<file path="config.mk">
export PLATFORM = sky130hd
export DESIGN_NAME = inert_read_sequencer
export DESIGN_NICKNAME = d
export VERILOG_FILES = /design/src/rtl/inert_read_sequencer.sv
export SDC_FILE = /design/constraint.sdc
export NUM_CORES = 1
export LEC_CHECK = 0
export BUFFER_PORTS_ARGS = -buffer_cell sky130_fd_sc_hd__buf_2
export CAP_MARGIN = 20
export CORE_MARGIN = 2
export CORE_UTILIZATION = 30
export CTS_CLUSTER_DIAMETER = 30
export DETAILED_ROUTE_END_ITERATION = 8
export PLACE_DENSITY = 0.48
export SKIP_CTS_REPAIR_TIMING = 1
export SYNTH_ARGS = -nofsm -noshare
export SYNTH_HDL_FRONTEND = slang
export SYNTH_SLANG_ARGS = --single-unit
export TNS_END_PERCENT = 20
</file>
<file path="constraint.sdc">
create_clock -name clk -period 3 [get_ports clk]
set_clock_uncertainty 0.15 [all_clocks]
set_input_delay 0.9 -clock clk [delete_from_list [all_inputs] [get_ports clk]]
set_output_delay 0.9 -clock clk [all_outputs]
set_load 0.05 [all_outputs]
</file>
<file path="src/rtl/inert_read_sequencer.sv">
// IMU read sequencer: waits out sensor power-up, programs four init registers over
// the shared SPI monarch, then reads pitch rate and Z acceleration per data-ready.
//
// state     | meaning
// ----------+-----------------------------------------------------------
// INIT_WAIT | sensor power-up wait, timer counts up to all-ones
// INIT1..4  | one init register write each (int cfg, accel, gyro, rounding)
// IDLE      | waiting for synchronized data-ready
// RD_PL..AH | one byte read each: pitch low/high, AZ low/high
// VALID     | ptch_rt/AZ freshly loaded, vld high for this clk
module inert_read_sequencer #(
    parameter int INIT_BITS = 16
) (
    input  logic        clk,
    input  logic        rst_n,
    input  logic        INT,
    input  logic        done,
    input  logic [15:0] rd_data,
    output logic        wrt,
    output logic [15:0] cmd,
    output logic [15:0] ptch_rt,
    output logic [15:0] AZ,
    output logic        vld
);

    typedef enum logic [3:0] {
        INIT_WAIT,
        INIT1,
        INIT2,
        INIT3,
        INIT4,
        IDLE,
        RD_PL,
        RD_PH,
        RD_AL,
        RD_AH,
        VALID
    } state_t;

    state_t               state;
    state_t               next_state;
    logic [INIT_BITS-1:0] timer;
    logic                 timer_tc;
    logic                 int_meta;
    logic                 int_s;
    logic                 cmd_state;
    logic                 cmd_done;
    logic [7:0]           pl;
    logic [7:0]           ph;
    logic [7:0]           al;
    logic [7:0]           unused_rd_hi;

    assign unused_rd_hi = rd_data[15:8];

    function automatic logic is_cmd(input state_t s);
        logic r;
        case (s)
            INIT1, INIT2, INIT3, INIT4,
            RD_PL, RD_PH, RD_AL, RD_AH: r = 1'b1;
            default:                    r = 1'b0;
        endcase
        return r;
    endfunction

    assign timer_tc  = &timer;
    assign cmd_state = is_cmd(state);
    // A done landing in the same clk as wrt belongs to no transaction we started.
    assign cmd_done  = done & ~wrt & cmd_state;

    always_ff @(posedge clk or negedge rst_n) begin
        if (!rst_n) begin
            int_meta <= 1'b0;
            int_s    <= 1'b0;
        end else begin
            int_meta <= INT;
            int_s    <= int_meta;
        end
    end

    always_ff @(posedge clk or negedge rst_n) begin
        if (!rst_n) begin
            state <= INIT_WAIT;
            wrt   <= 1'b0;
            vld   <= 1'b0;
        end else begin
            state <= next_state;
            wrt   <= is_cmd(next_state) && (next_state != state);
            vld   <= (state == RD_AH) && cmd_done;
        end
    end

    always_comb begin
        next_state = state;
        unique case (state)
            INIT_WAIT: if (timer_tc) next_state = INIT1;
            INIT1:     if (cmd_done) next_state = INIT2;
            INIT2:     if (cmd_done) next_state = INIT3;
            INIT3:     if (cmd_done) next_state = INIT4;
            INIT4:     if (cmd_done) next_state = IDLE;
            IDLE:      if (int_s)    next_state = RD_PL;
            RD_PL:     if (cmd_done) next_state = RD_PH;
            RD_PH:     if (cmd_done) next_state = RD_AL;
            RD_AL:     if (cmd_done) next_state = RD_AH;
            RD_AH:     if (cmd_done) next_state = VALID;
            VALID:                   next_state = IDLE;
            default:                 next_state = INIT_WAIT;
        endcase
    end

    always_comb begin
        cmd = 16'h0000;
        unique case (state)
            INIT1:   cmd = 16'h0D02;
            INIT2:   cmd = 16'h1053;
            INIT3:   cmd = 16'h1150;
            INIT4:   cmd = 16'h1460;
            RD_PL:   cmd = 16'hA200;
            RD_PH:   cmd = 16'hA300;
            RD_AL:   cmd = 16'hAC00;
            RD_AH:   cmd = 16'hAD00;
            default: cmd = 16'h0000;
        endcase
    end

    // Timer saturates at all-ones; only reset restarts the power-up wait.
    always_ff @(posedge clk or negedge rst_n) begin
        if (!rst_n) begin
            timer <= '0;
        end else if ((state == INIT_WAIT) && !timer_tc) begin
            timer <= timer + {{(INIT_BITS-1){1'b0}}, 1'b1};
        end
    end

    // The AH byte goes straight into AZ on the final done edge, so it needs no hold.
    always_ff @(posedge clk or negedge rst_n) begin
        if (!rst_n) begin
            pl      <= 8'h00;
            ph      <= 8'h00;
            al      <= 8'h00;
            ptch_rt <= 16'h0000;
            AZ      <= 16'h0000;
        end else if (cmd_done) begin
            case (state)
                RD_PL: pl <= rd_data[7:0];
                RD_PH: ph <= rd_data[7:0];
                RD_AL: al <= rd_data[7:0];
                RD_AH: begin
                    ptch_rt <= {ph, pl};
                    AZ      <= {rd_data[7:0], al};
                end
                default: ;
            endcase
        end
    end

endmodule
</file>
* Yosys cells after proc, flatten, opt, wreduce, memory -nomap -nowiden
Memories as Yosys holds them, arrays and structs flattened. Index checks and enable logic that the tools add are counted.
Operators by class: equal/unequal tests 11, mux-type cells 11, reductions and logical operators 10, bitwise logic cells 3, $add $sub $neg 1
Operator list (number):
- $pmux 4 s11 | 1
- $mux 4 | 10
- $add 16x1->16 const B | 1
- $eq 4x3->1 const B | 4
- $reduce_and 16->1 | 1
- $eq 4x4->1 const B | 3
- $eq 4x2->1 const B | 2
- $reduce_and 2->1 | 4
- $eq 4x1->1 const B | 1
- $logic_not 4->1 | 1
- $ne 4x4->1 | 1
- $logic_and 1x1->1 | 3
- $and 1x1->1 | 2
- $logic_not 1->1 | 1
- $not 1->1 | 1
Storage, ports and cells: memories kept 3, output and inout port bits 50, input bits 20, memory bits (read-only) 224, bits in registers 80, word-level logic and storage cells 50
Memories:
- (name not given) | words 16, bits a word 12, rd ports 1, clocked after Yosys merged registers in 0, write ports 0, line 112 | unique case (state)
- (name not given) | words 16, bits a word 1, rd ports 1, clocked after Yosys merged registers in 0, write ports 0, line 57 | case (s)
- (name not given) | words 16, bits a word 1, rd ports 1, clocked after Yosys merged registers in 0, write ports 0, line 57

* Longest topological paths before layout
Gate-level depths: netlist of run 1.
word-level depth 7, gate-level depth with buffers 11, gate-level depth less buffers 9

* Worst setup path before layout of run 1
No wires, ideal clock.
path type reg-to-output, from register state[1], to output port cmd[12], arrival time 3.012 ns, data required time 1.950 ns, cell stages (with the launch flop) 9, path buffers 3, slack -1.062 ns, cell sequence dfrtp_1 buf_2 inv_2 ha_1 clkbuf_1 inv_1 nor3_1 or2_2 buf_4
Between the ends: longest elaborated chain between the ends 1
RTL lines:
- start, declared | line 40 | state_t state;
- start signal, assigned | line 86 | state <= next_state;
- $mem_v2 16x12
- end, declared | line 20 | output logic [15:0] cmd,
Every way passes these cells.

* Final worst setup path of run 1
from register state[0], to output port cmd[10]
The elaborated chain is that of the path after synthesis.

==> results.tsv, run 1 <==
stage	metric	value	unit
layout	Layout Nets	451	
logic_synthesis	top-area cell type share of the netlist area	0.546	
die	Die Ht	115	um
logic_synthesis	Post-synth EDFFs	0	
die	Die ar.	13100	um^2
logic_synthesis	most frequent cell after synthesis	nand2_1	
logic_synthesis	#FFs+latches synth	80	
placement	Final GP Congestion	0.810	
setup_path	R2R Setup Slk	0.49	ns
route	final wirelength	8070	um
die	Initial Utilization	0.307	
layout	layout cells sized above 1	0.326	
die	Core ar.	12000	um^2
setup_path	Crit. Startpoint	state[0]$_DFF_PN0_	
logic_synthesis	Mapped Cells	360	
route	via/cell ratio	4.79	
job	Max Cap Viol	0	
route	Final ANT Viol Nets	0	
clock_network	Clk Latency, worst-skew pair	0.32	ns
power_and_ir_drop	P_leak	2.44	nW
global_route	first-pass GRT wire length	13700	um
route	residual DRC count	0	
die	Rows	40	
setup_path	reg-to-reg startpoint	state[0]$_DFF_PN0_	
logic_synthesis	Main synth FF type	dfrtp_1	
placement	PortBufs	57	
setup_path	WP data arrival	1.82	ns
setup_path	slowest library cell on the worst path	dfrtp_2	
die	IO Count	70	
logic_synthesis	Synth Cell Area	3670	um^2
logic_synthesis	Avg Cell Area, Syn	10.2	um^2
setup_path	crit path cell chain	ha_2, nor2_1, a211oi_4, or2_2, buf_2	
logic_synthesis	sequential area share after synthesis	0.546	
global_route	number of global-route vias before repair	2791	
placement	HPWL after DPL	5670	um
logic_synthesis	Synth area leaders	dfrtp_1, nand2_1, mux2_2	
placement	placed cells	562	
status	status	finished, final reports clean	
sta	RSZ-0062 raised after global routing	no	
layout	post-route insts no fill	576	
hold_path	Min-Delay Startpoint	int_meta$_DFF_PN0_	
setup_path	Worst EP required	1.95	ns
layout	final instance area	4500	um^2
sta	f_max	348	MHz
clock_network	CTS Root Cell	clkbuf_16	
clock_network	CTS Buffer Depth	2	
power_and_ir_drop	largest vdd supply drop	303	uV
route	routed len/inst	14.0	um
clock_network	H-tree depth	3	
route	first-pass detailed-route iteration total	4	
sta	fin crit period	2.87	ns
logic_synthesis	Netlist cell types	56	
route	vias	2759	
sta	Slew @ Worst Pin	0.744	ns
layout	Syn-to-layout area delta	22.8	%
setup_path	CP top delay family	simple AND/OR/NAND/NOR gates	
sta	final hold vios	0	
logic_synthesis	synth cell count leaders	nand2_1, dfrtp_1, mux2_2	
setup_path	buffers plus inverters on the worst setup path	1	
layout	antenna diode count	0	
clock_network	CTS tree	built	
clock_network	clock transition at the registers of the reported paths	0.05	ns
global_route	largest net degree at the start of global routing	60	
route	Initial DRC Count	162	
die	chip width	115	um
logic_synthesis	Synth area leader	dfrtp_1	
setup_path	Critical Path End Type	output pin	
global_route	total track usage	0.132	
global_route	initial antenna violation count	0	
sta	setup TNS	0	ns
clock_network	TritonCTS buffer count	9	
logic_synthesis	yosys warns	0	
logic_synthesis	ys async rst share	1.00	
setup_path	CP max stage delay	0.47	ns
sta	WHS	0.227	ns
power_and_ir_drop	PwrDens	758	nW/um^2
placement	placed instance area	4230	um^2
global_route	total gr overflow	0	
clock_network	clk sinks	80	
setup_path	CP Launch Type	register	
hold_path	worst min-delay path category	reg2reg	
setup_path	kind of critical path	reg2out	
sta	# setup viols final	0	
sta	period utilization	0.958	
sta	Final Max Tran Viols	0	
sta	Worst slew margin	0.504	
setup_path	worst-path fanout max	8	
-- routing by layer --
layer	part of all wire	up-vias	GRT usage	routed length, um
li1	-	1316	-	-
met1	0.46	1368	0.170	3670
met2	0.47	62	0.211	3800
met3	0.054	13	0.0312	434
met4	0.020	0	0.0610	158
met5	0	-	0	0
-- final timing paths --
kind / endpoint / depth (start not counted)
max: cmd[10] / 5
min: int_s$_DFF_PN0_ / 0
max reg2reg: wrt$_DFF_PN0_ / 10
min reg2reg: int_s$_DFF_PN0_ / 0
max in group asynchronous: ptch_rt[13]$_DFFE_PN0P_ / 2
min in group asynchronous: AZ[11]$_DFFE_PN0P_ / 1
-- cells in the final DEF (no fill, tap or decap), types with 2 or more instances in the layout --
cell type  instances
a21o_1             3
a21oi_1            6
a31oi_1            3
and2_1             2
and3_1             3
buf_2             56
buf_4             17
clkbuf_1           3
clkbuf_16          9
conb_1             4
dfrtp_1           77
dfrtp_2            3
ha_2               4
inv_1              9
mux2_2            25
nand2_1          108
nand3_1            7
nand4_1            2
nand4_2            2
nor2_1            14
nor2b_1            3
nor3_1             2
nor3_4             3
o211ai_1           2
o21ai_0            5
or2_2              3
xnor2_1           10
xor2_1             6
-- sequential cells by signal, indices dropped and copies added, names as in the netlist --
| name | flops |
|---|---|
| AZ | 16 |
| ptch_rt | 16 |
| timer | 16 |
| al | 8 |
| ph | 8 |
| pl | 8 |
| state | 4 |
| int_meta | 1 |
| int_s | 1 |
| vld | 1 |
| wrt | 1 |
-- report_power, final --
part,leakage [nW],internal [mW],total (mW),switching (mW)
Clock,0.126,0.573,0.958,0.385
Sequential,1.09,1.21,1.34,0.123
Combinational,1.22,0.412,1.12,0.708
Total,2.44,2.20,3.41,1.22
-- metrics by stage --
| stage | setup slack [ns] | total power, mW | utilization |
|---|---|---|---|
| finish | 0.126 | 3.41 | 0.377 |
| floorplan | -0.107 | 2.23 | - |
| global route | 0.0283 | 3.62 | 0.377 |
| CTS | -0.177 | 3.45 | 0.375 |
| global placement | 0.0653 | 2.46 | 0.354 |
| detailed placement | 0.0580 | 2.47 | 0.354 |
-- cells by family (layout without fill, tap and decap cells) --
group,count (synthesis),after routing,share of synthesized area
flip-flops,80,80,0.546
AND/OR/NAND/NOR,159,159,0.195
AO/OA/AOI/OAI,39,39,0.0812
buffers and inverters,34,100,0.0423
other,1,4,0.00102
XOR/XNOR,16,16,0.0382
multiplexers,26,26,0.0795
adder cells (fa/ha/maj),5,5,0.0171
-- area by class of cell --
cell class	instances	area [um^2]
sequential	80	2010
clock inverter	1	5.00
inverter	12	51.3
tap	147	184
clock buffer	13	250
fill	1220	7460
timing repair buffer	74	428
multi-input combinational	249	1580
No activity file was read; power rests on OpenSTA's default activity.
==> run 2, diff against run 1 <==
CTS_BUF_LIST = sky130_fd_sc_hd__clkbuf_16   (was unset)
SKIP_CTS_REPAIR_TIMING = unset   (was 1)
==> run 2 against run 1 <==
Net effect: die area stayed put; sequential power hardly changed; largest power group unchanged; cell count stayed put; highest routed layer unchanged; non-clock buffer count is the same; register-to-register slack about the same; worst setup slack worse by 0.018 ns; via count increased by 0.69%; global-route usage increased by 0.090 points; critical path depth unchanged.
==> results.tsv, run 2 (same netlist as run 1, synthesis figures left out) <==
stage	metric	value	unit
clock_network	clk sinks	80	
setup_path	Crit. Startpoint	state[1]$_DFF_PN0_	
global_route	total track usage	0.133	
setup_path	Critical Path End Type	output pin	
layout	antenna diode count	0	
die	IO Count	70	
global_route	total gr overflow	0	
setup_path	WP data arrival	1.84	ns
power_and_ir_drop	P_leak	2.45	nW
die	Die Ht	115	um
setup_path	slowest library cell on the worst path	dfrtp_1	
sta	RSZ-0062 raised after global routing	yes	
route	routed len/inst	14.1	um
power_and_ir_drop	largest vdd supply drop	303	uV
global_route	number of global-route vias before repair	2798	
layout	Layout Nets	451	
layout	commonest cells after routing, fill and taps aside	nand2_1, dfrtp_1, buf_2, mux2_2, buf_4	
setup_path	critical path endpoint	cmd[0]	
route	vias	2778	
clock_network	H-tree depth	3	
die	Initial Utilization	0.307	
layout	post-route insts no fill	576	
hold_path	Worst Hold Path Cells	0	
layout	Syn-to-layout area delta	22.4	%
clock_network	Hold-fix buffers, CTS	0	
layout	Final Util	0.375	
placement	HPWL after DPL	5670	um
clock_network	CTS Buffer Depth	2	
global_route	initial antenna violation count	0	
setup_path	worst-path fanout max	11	
sta	Final Max Tran Viols	0	
sta	final worst slack	0.108	ns
route	final wirelength	8120	um
placement	PortBufs	57	
die	chip width	115	um
placement	Final GP Congestion	0.810	
route	Final ANT Viol Nets	0	
setup_path	Crit path depth	5	
sta	fin crit period	2.89	ns
job	Max Cap Viol	0	
setup_path	CP top delay family	buffers and inverters	
sta	period utilization	0.964	
global_route	first-pass GRT wire length	13700	um
sta	Worst slew margin	0.501	
setup_path	kind of critical path	reg2out	
power_and_ir_drop	Power Total	3.37	mW
layout	biggest regs	AZ: 16 flops, ptch_rt: 16 flops, timer: 16 flops	
clock_network	TritonCTS buffer count	9	
die	Core ar.	12000	um^2
setup_path	CP max stage delay	0.38	ns
setup_path	R2R Setup Slk	0.49	ns
die	Die ar.	13100	um^2
setup_path	CP Launch Type	register	
setup_path	Crit Reg-Reg Endpoint	wrt$_DFF_PN0_	
status	status	finished, final reports clean	
clock_network	Post-CTS Setup Repair Bufs	0	
sta	f_max	346	MHz
sta	# setup viols final	0	
clock_network	clock transition at the registers of the reported paths	0.06	ns
sta	Slew @ Worst Pin	0.749	ns
clock_network	Clk Latency, worst-skew pair	0.32	ns
setup_path	Worst EP required	1.95	ns
sta	final hold vios	0	
route	first-pass detailed-route iteration total	4	
global_route	largest net degree at the start of global routing	60	
route	via/cell ratio	4.82	
setup_path	cells on worst reg2reg path	10	
layout	layout cells sized above 1	0.322	
placement	placed cells	562	
die	Rows	40	
placement	pre-CTS setup slack	0.0580	ns
setup_path	buffers plus inverters on the worst setup path	2	
setup_path	reg-to-reg startpoint	state[0]$_DFF_PN0_	
clock_network	CTS tree	built	
clock_network	CTS Root Cell	clkbuf_16	
power_and_ir_drop	PwrDens	751	nW/um^2
route	Initial DRC Count	171	
route	residual DRC count	0	
sta	setup TNS	0	ns
setup_path	crit path cell chain	buf_4, ha_1, nand2_1, nor2_1, buf_2	
layout	most common cell after layout, fill and taps aside	nand2_1	
hold_path	worst min-delay path category	reg2reg	
==> run 2: per-layer routing <==
layer  track usage  routed length, um  up-vias
met5             0                  0        -
met4        0.0634                136        0
met3        0.0328                459       12
met2         0.211               3860       77
met1         0.171               3660     1369
li1              -                  -     1320
==> run 2: cell type report <==
class / count / area, um^2
clock buffers: 9 / 225
clock inverters: 5 / 20.0
multi-input cells: 249 / 1580
well taps: 147 / 184
inverters: 12 / 48.8
flip-flops and latches: 80 / 2010
fillers: 1222 / 7470
repair buffers: 74 / 428
==> run 2: worst reg2reg max path, stage by stage (launching register included) <==
cell,delay (ns)
dfrtp_2,0.46
inv_2,0.09
ha_2,0.22
buf_4,0.17
or2_2,0.31
nor3_1,0.13
o21ai_0,0.09
a22oi_1,0.25
a2111oi_0,0.11
a211o_1,0.31
a22oi_2,0.14
==> run 2: worst min path at each step <==
| stage | start | endpoint |
|---|---|---|
| final | int_meta$_DFF_PN0_ | int_s$_DFF_PN0_ |
| after global routing | int_meta$_DFF_PN0_ | int_s$_DFF_PN0_ |
| after CTS | int_meta$_DFF_PN0_ | int_s$_DFF_PN0_ |
| after detailed placement | int_meta$_DFF_PN0_ | int_s$_DFF_PN0_ |
| after global placement | int_meta$_DFF_PN0_ | int_s$_DFF_PN0_ |
| after floorplan | int_meta$_DFF_PN0_ | int_s$_DFF_PN0_ |
==> run 2: timing repair <==
action / in CTS / in global routing
setup endpoints to repair: 7 / 7
gates resized for setup: 2 / 4
pin swaps: 0 / 0
endpoints found under the hold margin: 0 / 0
==> run 2: where the power goes <==
group | switching [mW] | leakage, nW | internal, mW | total (mW)
Sequential | 0.121 | 1.09 | 1.21 | 1.33
Clock | 0.384 | 0.132 | 0.537 | 0.921
Combinational | 0.708 | 1.22 | 0.410 | 1.12
Total | 1.21 | 2.45 | 2.16 | 3.37
==> run 2: stage by stage <==
step                      hold slack (ns)  cell area (um^2)
after CTS                           0.241              4480
after global placement              0.239              4230
final                               0.226              4490
after global routing                0.246              4490
after detailed placement            0.232              4230
after floorplan                     0.181              3750
